===== config.mk =====
export PLATFORM = sky130hd
export DESIGN_NAME = load_store_buffer
export DESIGN_NICKNAME = d
export VERILOG_FILES = /design/src/rtl/load_store_buffer.sv
export SDC_FILE = /design/constraint.sdc
export NUM_CORES = 1
export LEC_CHECK = 0
export CAP_MARGIN = 20
export CORE_MARGIN = 8
export CORE_UTILIZATION = 25
export DETAILED_ROUTE_END_ITERATION = 16
export PLACE_DENSITY = 0.44
export SETUP_SLACK_MARGIN = 0.1
export SLEW_MARGIN = 20
export SYNTH_ARGS = -nofsm -noshare
export SYNTH_HDL_FRONTEND = slang
export SYNTH_SLANG_ARGS = --single-unit

===== constraint.sdc =====
create_clock -name clk -period 10.4 [get_ports clk]
set_input_delay 3.12 -clock clk [delete_from_list [all_inputs] [get_ports clk]]
set_output_delay 3.12 -clock clk [all_outputs]
set_load 0.005 [all_outputs]

===== src/rtl/load_store_buffer.sv =====
// load_store_buffer: in-order load/store queue with one outstanding memory access.
// Entries sit in a circular FIFO; stores wait at the head until the ROB commits them.
// Optional feature macro: LSB_EMPTY_BYPASS_EN -- a load arriving at an empty, idle
// queue issues its memory request on the same edge it is enqueued.
module load_store_buffer #(
  parameter int LSB_SIZE = 8
) (
  input  logic        clk,
  input  logic        rst,
  input  logic        rdy,
  input  logic        ls_mission,
  input  logic [3:0]  ls_ins_rnm,
  input  logic [5:0]  ls_op_type,
  input  logic [31:0] ls_addr_offset,
  input  logic [31:0] ls_ins_rs1,
  input  logic [31:0] store_ins_rs2,
  output logic        lsb_full,
  input  logic        store_commit_flag,
  input  logic [3:0]  store_commit_rename,
  input  logic        lsb_flush,
  output logic        mem_req,
  output logic        mem_we,
  output logic [31:0] mem_addr,
  output logic [1:0]  mem_width,
  output logic [31:0] mem_wdata,
  input  logic        mem_done,
  input  logic [31:0] mem_rdata,
  output logic        lsb_cdb_flag,
  output logic [3:0]  lsb_cdb_rename,
  output logic [31:0] lsb_cdb_value,
  output logic        store_done_flag,
  output logic [3:0]  store_done_rename
);

  localparam int PTR_W = (LSB_SIZE > 1) ? $clog2(LSB_SIZE) : 1;
  localparam int CNT_W = PTR_W + 1;
  localparam logic [CNT_W-1:0] FULL_CNT = CNT_W'(LSB_SIZE);
  localparam logic [CNT_W-1:0] NEAR_FULL_CNT = CNT_W'(LSB_SIZE - 1);

  localparam logic [5:0] OP_LB  = 6'd11;
  localparam logic [5:0] OP_LH  = 6'd12;
  localparam logic [5:0] OP_LBU = 6'd14;
  localparam logic [5:0] OP_LHU = 6'd15;
  localparam logic [5:0] OP_SB  = 6'd16;
  localparam logic [5:0] OP_SH  = 6'd17;
  localparam logic [5:0] OP_SW  = 6'd18;

  typedef enum logic {IDLE, MEM_WAIT} state_t;

  typedef struct packed {
    logic [31:0] addr;
    logic [31:0] data;
    logic [5:0]  op;
    logic [3:0]  tag;
    logic        committed;
  } entry_t;

  function automatic logic is_store(input logic [5:0] op);
    return (op == OP_SB) || (op == OP_SH) || (op == OP_SW);
  endfunction

  function automatic logic [1:0] width_of(input logic [5:0] op);
    case (op)
      OP_LB, OP_LBU, OP_SB: return 2'd0;
      OP_LH, OP_LHU, OP_SH: return 2'd1;
      default:              return 2'd2;
    endcase
  endfunction

  function automatic logic [31:0] extend(input logic [5:0] op, input logic [31:0] rdata);
    case (op)
      OP_LB:   return {{24{rdata[7]}}, rdata[7:0]};
      OP_LBU:  return {24'd0, rdata[7:0]};
      OP_LH:   return {{16{rdata[15]}}, rdata[15:0]};
      OP_LHU:  return {16'd0, rdata[15:0]};
      default: return rdata;
    endcase
  endfunction

  entry_t ent_q [LSB_SIZE];
  entry_t ent_d [LSB_SIZE];
  logic [PTR_W-1:0] head_q, head_d, tail_q, tail_d;
  logic [CNT_W-1:0] count_q, count_d, ncommit;
  state_t state_q, state_d;
  logic abandon_q, abandon_d;
  logic mem_req_q, mem_req_d, mem_we_q, mem_we_d;
  logic [31:0] mem_addr_q, mem_addr_d, mem_wdata_q, mem_wdata_d;
  logic [1:0] mem_width_q, mem_width_d;
  logic cdb_flag_q, cdb_flag_d, sd_flag_q, sd_flag_d;
  logic [3:0] cdb_rename_q, cdb_rename_d, sd_rename_q, sd_rename_d;
  logic [31:0] cdb_value_q, cdb_value_d;

  entry_t head_e, new_entry;
  logic enq, done_act, pop, flush;

  assign head_e    = ent_q[head_q];
  assign new_entry = '{addr: ls_ins_rs1 + ls_addr_offset, data: store_ins_rs2,
                       op: ls_op_type, tag: ls_ins_rnm, committed: 1'b0};
  assign flush     = rdy && lsb_flush;
  assign enq       = rdy && ls_mission && (count_q != FULL_CNT) && !lsb_flush;
  assign done_act  = rdy && (state_q == MEM_WAIT) && mem_done;
  // An abandoned access belongs to an entry the flush already dropped, so nothing pops.
  assign pop       = done_act && !abandon_q;

  // Queue storage, commit marking, pointers and occupancy (including flush recovery).
  always_comb begin
    // NOTE: every variable gets a default before any branch so no latch is inferred.
    ent_d   = ent_q;
    ncommit = '0;
    for (int i = 0; i < LSB_SIZE; i++) begin
      logic [PTR_W-1:0] off;
      logic             valid;
      off   = PTR_W'(i) - head_q;
      valid = {1'b0, off} < count_q;
      if (rdy && store_commit_flag && valid && is_store(ent_q[i].op) &&
          (ent_q[i].tag == store_commit_rename)) begin
        ent_d[i].committed = 1'b1;
      end
      if (valid && ent_d[i].committed) ncommit = ncommit + CNT_W'(1);
    end
    if (enq) ent_d[tail_q] = new_entry;

    head_d = head_q + PTR_W'(pop);
    if (flush) begin
      // Committed stores are always the oldest entries, so they stay contiguous at head.
      count_d = ncommit - CNT_W'(pop && head_e.committed);
      tail_d  = head_d + PTR_W'(count_d);
    end else begin
      count_d = count_q + CNT_W'(enq) - CNT_W'(pop);
      tail_d  = tail_q + PTR_W'(enq);
    end
  end

  // Memory access FSM: issue from head in IDLE, hold the request until mem_done.
  always_comb begin
    state_d      = state_q;
    abandon_d    = abandon_q;
    mem_req_d    = mem_req_q;
    mem_we_d     = mem_we_q;
    mem_addr_d   = mem_addr_q;
    mem_width_d  = mem_width_q;
    mem_wdata_d  = mem_wdata_q;
    cdb_flag_d   = cdb_flag_q;
    cdb_rename_d = cdb_rename_q;
    cdb_value_d  = cdb_value_q;
    sd_flag_d    = sd_flag_q;
    sd_rename_d  = sd_rename_q;
    if (rdy) begin
      cdb_flag_d = 1'b0;
      sd_flag_d  = 1'b0;
      case (state_q)
        IDLE: begin
          abandon_d = 1'b0;
          if ((count_q != '0) &&
              (is_store(head_e.op) ? head_e.committed : !lsb_flush)) begin
            state_d     = MEM_WAIT;
            mem_req_d   = 1'b1;
            mem_we_d    = is_store(head_e.op);
            mem_addr_d  = head_e.addr;
            mem_width_d = width_of(head_e.op);
            mem_wdata_d = head_e.data;
          end
`ifdef LSB_EMPTY_BYPASS_EN
          else if ((count_q == '0) && ls_mission && !is_store(ls_op_type) && !lsb_flush) begin
            state_d     = MEM_WAIT;
            mem_req_d   = 1'b1;
            mem_we_d    = 1'b0;
            mem_addr_d  = new_entry.addr;
            mem_width_d = width_of(new_entry.op);
            mem_wdata_d = new_entry.data;
          end
`else
          else begin
            state_d = IDLE;
          end
`endif
        end
        MEM_WAIT: begin
          if (mem_done) begin
            state_d   = IDLE;
            mem_req_d = 1'b0;
            abandon_d = 1'b0;
            if (!abandon_q) begin
              if (is_store(head_e.op)) begin
                sd_flag_d   = 1'b1;
                sd_rename_d = head_e.tag;
              end else if (!lsb_flush) begin
                cdb_flag_d   = 1'b1;
                cdb_rename_d = head_e.tag;
                cdb_value_d  = extend(head_e.op, mem_rdata);
              end
            end
          end else if (lsb_flush && !is_store(head_e.op)) begin
            abandon_d = 1'b1;
          end
        end
        default: state_d = IDLE;
      endcase
    end
  end

  // Control and output registers.
  always_ff @(posedge clk or negedge rst) begin
    if (!rst) begin
      head_q       <= '0;
      tail_q       <= '0;
      count_q      <= '0;
      state_q      <= IDLE;
      abandon_q    <= 1'b0;
      mem_req_q    <= 1'b0;
      mem_we_q     <= 1'b0;
      mem_addr_q   <= '0;
      mem_width_q  <= '0;
      mem_wdata_q  <= '0;
      cdb_flag_q   <= 1'b0;
      cdb_rename_q <= '0;
      cdb_value_q  <= '0;
      sd_flag_q    <= 1'b0;
      sd_rename_q  <= '0;
    end else begin
      // NOTE: sequential state uses non-blocking assignments so every flop samples pre-edge values.
      head_q       <= head_d;
      tail_q       <= tail_d;
      count_q      <= count_d;
      state_q      <= state_d;
      abandon_q    <= abandon_d;
      mem_req_q    <= mem_req_d;
      mem_we_q     <= mem_we_d;
      mem_addr_q   <= mem_addr_d;
      mem_width_q  <= mem_width_d;
      mem_wdata_q  <= mem_wdata_d;
      cdb_flag_q   <= cdb_flag_d;
      cdb_rename_q <= cdb_rename_d;
      cdb_value_q  <= cdb_value_d;
      sd_flag_q    <= sd_flag_d;
      sd_rename_q  <= sd_rename_d;
    end
  end

  // Entry payload storage.
  // NOTE: the entry array has no reset; an entry only matters inside the head/count window.
  always_ff @(posedge clk) begin
    ent_q <= ent_d;
  end

  assign lsb_full          = count_q >= NEAR_FULL_CNT;
  assign mem_req           = mem_req_q;
  assign mem_we            = mem_we_q;
  assign mem_addr          = mem_addr_q;
  assign mem_width         = mem_width_q;
  assign mem_wdata         = mem_wdata_q;
  assign lsb_cdb_flag      = cdb_flag_q;
  assign lsb_cdb_rename    = cdb_rename_q;
  assign lsb_cdb_value     = cdb_value_q;
  assign store_done_flag   = sd_flag_q;
  assign store_done_rename = sd_rename_q;

endmodule


Word-level counts from Yosys, hierarchy flattened --
Index checks and enable logic that the tools add are counted.
Word-level totals: register bits 722, bits in latches 0, RAM bits 0, memory bits (read-only) 0, bits of input ports 149, output and inout bits 111, memories kept 0
Cells by class: add/sub/neg operators 22, multiply operators 0, div/mod/pow operators 0, magnitude comparators 12, equal/unequal tests 43, shifts and indexed selects 0, muxes and demuxes 46, bitwise logic cells 6, reduce and logical (&&, ||, !) cells 73
Operators by type and width (count):
- $bwmux W600 | 1
- $mux W526 | 1
- $bmux W75 S3 | 1
- $demux W75 S3 | 1
- $mux W75 | 3
- $eq A6 B5 Y1 const B | 27
- $pmux W32 S4 | 1
- $logic_and A1 B1 Y1 | 44
- $add A32 B32 Y32 | 1
- $eq A4 B4 Y1 | 8
- $lt A3 B4 Y1 | 8
- $mux W4 | 8
- $add A4 B1 Y4 const B | 7
- $mux W1 | 25
- $eq A6 B4 Y1 const B | 4
- $logic_or A1 B1 Y1 | 18
- $sub A3 B3 Y3 const A | 4
- $ge A4 B4 Y1 const B | 2
- $not A3 Y4 | 2
- $sub A4 B1 Y4 | 2
- $add A3 B1 Y3 | 2
- $pmux W1 S2 | 3
- $reduce_and A3 Y1 | 2
- $reduce_and A6 Y1 | 1
- 17 further kinds | 26

Depth between registers and ports, before layout --
depth in word-level cells 25, mapped depth 33, depth with buffers taken out 29

Worst setup path after synthesis --
No wires, ideal clock.
kind input to register, from in rdy, to reg ent_q[451] (netlist name) (enable), library setup time 0.599 ns, arrival time 8.974 ns, required time 9.801 ns, slack 0.826 ns, stages 5, cell sequence buf_2 nand2_1 a211oi_1 nand2_1 nor3_1
Between the ends: word-level cells in the longest chain between the ends 3
RTL lines:
- start: declaration | RTL line 10 | input logic rdy,
- $logic_and A1 B1 Y1 (3 in series) | RTL line 100 | assign enq = rdy && ls_mission && (count_q != FULL_CNT) && !lsb_flush;
- end signal: assignment | RTL line 243 | ent_q <= ent_d;
- end: declaration | RTL line 80 | entry_t ent_q [LSB_SIZE];
No other way between the ends. A chain may end at the register's enable or synchronous reset.

Worst setup path in the final report --
from in store_commit_rename[3], to reg count_q[3]
Between the ends: word-level cells in the longest chain between the ends 21
RTL lines:
- start: declaration | RTL line 19 | input logic [3:0] store_commit_rename,
- $eq A4 B4 Y1 | RTL line 116 | (ent_q[i].tag == store_commit_rename)) begin
- $logic_and A1 B1 Y1 | RTL line 115 | if (rdy && store_commit_flag && valid && is_store(ent_q[i].op) &&
- $mux W1 | RTL line 115
- $logic_and A1 B1 Y1 | RTL line 119 | if (valid && ent_d[i].committed) ncommit = ncommit + CNT_W'(1);
- $mux W1 | RTL line 119
- $add A4 B1 Y4 | RTL line 119
- $mux W4 | RTL line 119
- $add A4 B1 Y4 | RTL line 119
- [6 not listed]
- $mux W4 | RTL line 119
- $add A4 B1 Y4 | RTL line 119
- $mux W4 | RTL line 119
- $add A4 B1 Y4 | RTL line 119
- $mux W4 * | RTL line 119
- $sub A4 B1 Y4 * | RTL line 126 | count_d = ncommit - CNT_W'(pop && head_e.committed);
- $mux W4 * | RTL line 124 | if (flush) begin
- net count_d[3] | RTL line 83 | logic [CNT_W-1:0] count_q, count_d, ncommit;
- end signal: assignment | RTL line 224 | count_q <= count_d;
- end: declaration | RTL line 83
The timed path passes the listed nets; every way through them passes the cells marked *.

==> qor.csv <==
stage,metric,value,unit
outcome,outcome,"finished, final reports clean",
global_route,grt_overflow,0,
route,dr.pass1.iters,5,
die,io_pins,260,
worst_setup_path,critical_path.top_delay_family,simple AND/OR/NAND/NOR gates,
route,vias,16800,
synth,synthCells,1782,
timing,maxSlewHeadroom,33.7,%
clock_network,cts_tree,built,
die,die_x,365,um
placed_design,gp_congestion,0.791,
worst_setup_path,cp_max_fo,8,
timing,setup_viol,0,
timing,slew_viol_final,0,
die,die_area,0.133,mm2
route,drt_iter0_markers,974,
global_route,grt_pass1_vias,18400,
final_layout,area_growth_syn_to_layout,24.8,%
clock_network,cts_resized,0,
worst_setup_path,worstPathArrival,9.02,ns
die,core,0.121,mm2
synth,synth_seq_cells,722,
synth,synthArstFlopShare,16.9,%
worst_setup_path,worstPathCellList,"clkdlybuf4s50_1, xor2_1, nor4_1, a41o_1, and2_1, ha_1, xnor2_2, inv_1, ha_1, xnor2_1, nand2_1, o21ai_0, a21oi_1, ha_1, inv_1, xnor2_1, a221oi_1, ha_1, nor2b_1, or4bb_2, o2111ai_1, a221oi_2, xor2_1, mux2i_1",
route,maxUsedRoutingLayer,met5,
synth,ys_types,77,
final_layout,fin_nets,2300,
power,swShare,30.3,%
clock_network,hold_buffers,0,
worst_setup_path,cp_slowest_stage_delay,0.65,ns
worst_setup_path,cpMostUsedCell,ha_1,
worst_setup_path,cp_slowest_cell,or4bb_2,
timing,hold_ws,0.477,ns
final_layout,drive_gt1_share,16.2,%
clock_network,cts_setup_buffers,0,
worst_setup_path,reg2reg_depth,27,
timing,fin_crit_sh,81.4,%
die,rows,128,
timing,rsz0062_at_grt,false,
timing,setup_tns,0,ns
clock_network,clockBufferDepth,3,
timing,clock_skew,0.0286,ns
min_path,min_path_type,flop to flop,
placed_design,hpwl,50.6,mm
route,routed_wirelength,81.8,mm
timing,hold_viol,0,
timing,tightest_slew,0.980,ns
worst_setup_path,crit_buf_inv,3,
route,met1_length,35.8,mm
clock_network,cts.sinks,722,
route,route.met2.wl,39.6,mm
timing,layout_min_cycle_time,8.47,ns
power,seqPwrFrac,39.0,%
global_route,antenna_found_initial,5,
die,die_h,365,um
worst_setup_path,critPathRequiredTime,10.96,ns
route,routed-wl-met3,4.61,mm
power,power_switching,0.00295,W
power,p_per_area,256,mW/mm2
synth,synth_nets,2002,
route,wl_per_cell,21.7,um
final_layout,final_util,31.3,%
job,maxCapViolCount,0,
clock_network,htreeDepth,3,
route,via_per_inst,4.45,
clock_network,clock_latency,0.66,ns
worst_setup_path,worstSetupPathType,input pin to flop,
synth,synth-seq-area-share,69.0,%
clock_network,clkTransAtPathRegs,0.05,ns
power,leakage,13.3,nW
final_layout,fillerInstances,11900,
worst_setup_path,worst-path-stages,24,
synth,ys.warnings.count,0,
timing,fmax,118,MHz
worst_setup_path,worstSetupStartpointType,input pin,
clock_network,numCtsBuffers,84,
synth,synth.cell_area,0.0304,mm2
global_route,grtUsageTotal,12.1,%
power,p_int,0.00678,W
power,vdd_drop_max,0.117,mV
power,pwr-share-comb,29.6,%
synth,syn_avg_cell_area,17.1,um2
clock_network,cts-root-buf,clkbuf_16,
synth,synth_edf_count,592,
synth,synth_top_flop_cell,edfxtp_1,
worst_setup_path,endpoint_kind,flop,
min_path,min_path_cells,1,
global_route,grt_pass1_wl,121,mm
route,ant_nets,0,
die,start_util,25.1,%
power,clkPwrFrac,31.4,%
route,drcViolationCount,0,
placed_design,port_buffers,259,
global_route,grt_max_degree,76,
## state kept, by name (all words and copies together), names as in the netlist, 2 cells and up
register / cells
count_q: 4
ent_q: 600
head_q: 3
lsb_cdb_rename: 4
lsb_cdb_value: 32
mem_addr: 32
mem_wdata: 32
mem_width: 2
store_done_rename: 4
tail_q: 3
## through the flow
stage	setup WS (ns)	std cells	cell area, um2	total power [W]
final	1.93	3778	38000	0.00974
after global routing	1.60	3775	38000	0.0103
after CTS	2.02	3775	38000	0.00996
after detailed placement	1.34	3619	35100	0.00684
after global placement	1.48	3619	35100	0.00679
after floorplan	0.826	1782	30400	0.00558
## placed cells by master, fill, tap and decap left out, drive strengths merged, types with 32 or more instances in the layout
master	netlist	final
a21oi	67	67
clkbuf	47	121
clkdlybuf4s50	0	258
dfrtp	122	122
edfxtp	592	592
ha	68	68
inv	43	48
mux2i	79	79
mux4	150	150
nand2	137	137
nor2	71	71
o21ai	91	91
xnor2	55	55
xor2	32	32
## final timing paths
check	startpoint	endpoint	slack [ns]
hold / removal	lsb_cdb_flag$_DFFE_PN0P_	lsb_cdb_flag$_DFFE_PN0P_	0.48
max in group asynchronous	rst	mem_addr[0]$_DFFE_PN0P_	6.81
setup / recovery	store_commit_rename[3]	count_q[3]$_DFF_PN0_	1.93
min in group asynchronous	rst	lsb_cdb_rename[1]$_DFFE_PN0P_	2.38
hold reg to reg	lsb_cdb_flag$_DFFE_PN0P_	lsb_cdb_flag$_DFFE_PN0P_	0.48
setup reg to reg	head_q[0]$_DFF_PN0_	count_q[3]$_DFF_PN0_	3.48
## layout make-up
class / instances / area (um2) / area share, %
inverters: 43 / 164 / 0.432
multi-input cells: 943 / 9050 / 23.8
repair buffers: 286 / 2820 / 7.43
flip-flops and latches: 722 / 21000 / 55.3
diodes: 3 / 7.51 / 0.0198
clock buffers: 121 / 2350 / 6.19
well taps: 1625 / 2030 / 5.35
clock inverters: 35 / 557 / 1.47
## power groups by stage
stage               registers, W  clock network [W]  logic [W]
floorplan                0.00373                  0    0.00185
global placement         0.00386                  0    0.00292
detailed placement       0.00387                  0    0.00296
CTS                      0.00382            0.00317    0.00297
global route             0.00386            0.00326    0.00319
finish                   0.00380            0.00306    0.00288
## cells in the mapped netlist (all sizes together) (3+ instances only)
| master | instances | area (um2) |
|---|---|---|
| a41oi | 4 | 42.6 |
| nand4 | 11 | 68.8 |
| clkbuf | 47 | 176 |
| a31oi | 11 | 68.8 |
| nand3 | 11 | 55.1 |
| xnor2 | 55 | 508 |
| o21ai | 91 | 455 |
| mux4 | 150 | 3400 |
| buf | 27 | 123 |
| a211oi | 7 | 52.6 |
| dfrtp | 122 | 3050 |
| xor2 | 32 | 288 |
| or2 | 7 | 43.8 |
| mux2i | 79 | 791 |
| a41o | 3 | 30.0 |
| dfxtp | 8 | 160 |
| and3 | 5 | 32.5 |
| o22ai | 3 | 18.8 |
| nor4b | 8 | 70.1 |
| nand2b | 10 | 62.6 |
| nor2b | 12 | 75.1 |
| and2 | 6 | 40.0 |
| ha | 68 | 851 |
| a21oi | 67 | 335 |
| nor4 | 5 | 31.3 |
| inv | 43 | 161 |
| a221oi | 6 | 82.6 |
| o31ai | 4 | 30.0 |
| nor2 | 71 | 267 |
| a21o | 25 | 188 |
| mux2 | 12 | 135 |
| nand2 | 137 | 522 |
| edfxtp | 592 | 17800 |
| fa | 3 | 60.1 |
| a21boi | 3 | 22.5 |
| nor3 | 4 | 25.0 |
## per-layer routing
metal / track usage [%] / vias up
li1: - / 7582
met1: 15.4 / 8681
met2: 20.6 / 412
met3: 2.81 / 122
met4: 3.32 / 2
met5: 0 / -
## logic make-up (layout without fill, tap and decap cells)
kind of cell	count (synthesis)	in the layout	share of synthesized area, %
AO/OA/AOI/OAI	246	246	5.02
XOR/XNOR	89	89	2.78
adder cells (fa/ha/maj)	71	71	2.99
buffers and inverters	117	485	1.51
flip-flops	722	722	69.0
multiplexers	241	241	14.2
other	0	3	0
AND/OR/NAND/NOR	296	296	4.50
## worst register-to-register path, stage by stage, from the launching register on
cell       delay (ns)
dfrtp_4          0.89
inv_1            0.19
ha_1             0.37
ha_1             0.30
a21oi_1          0.14
nor2b_1          0.06
o21ai_0          0.34
a41o_1           0.23
and2_1           0.18
ha_1             0.31
xnor2_2          0.32
inv_1            0.08
ha_1             0.31
xnor2_1          0.14
nand2_1          0.07
o21ai_0          0.08
a21oi_1          0.25
ha_1             0.29
inv_1            0.09
xnor2_1          0.07
a221oi_1         0.29
ha_1             0.30
nor2b_1          0.34
or4bb_2          0.65
o2111ai_1        0.15
a221oi_2         0.10
xor2_1           0.17
mux2i_1          0.12
Power figures use the tool's default switching activity.
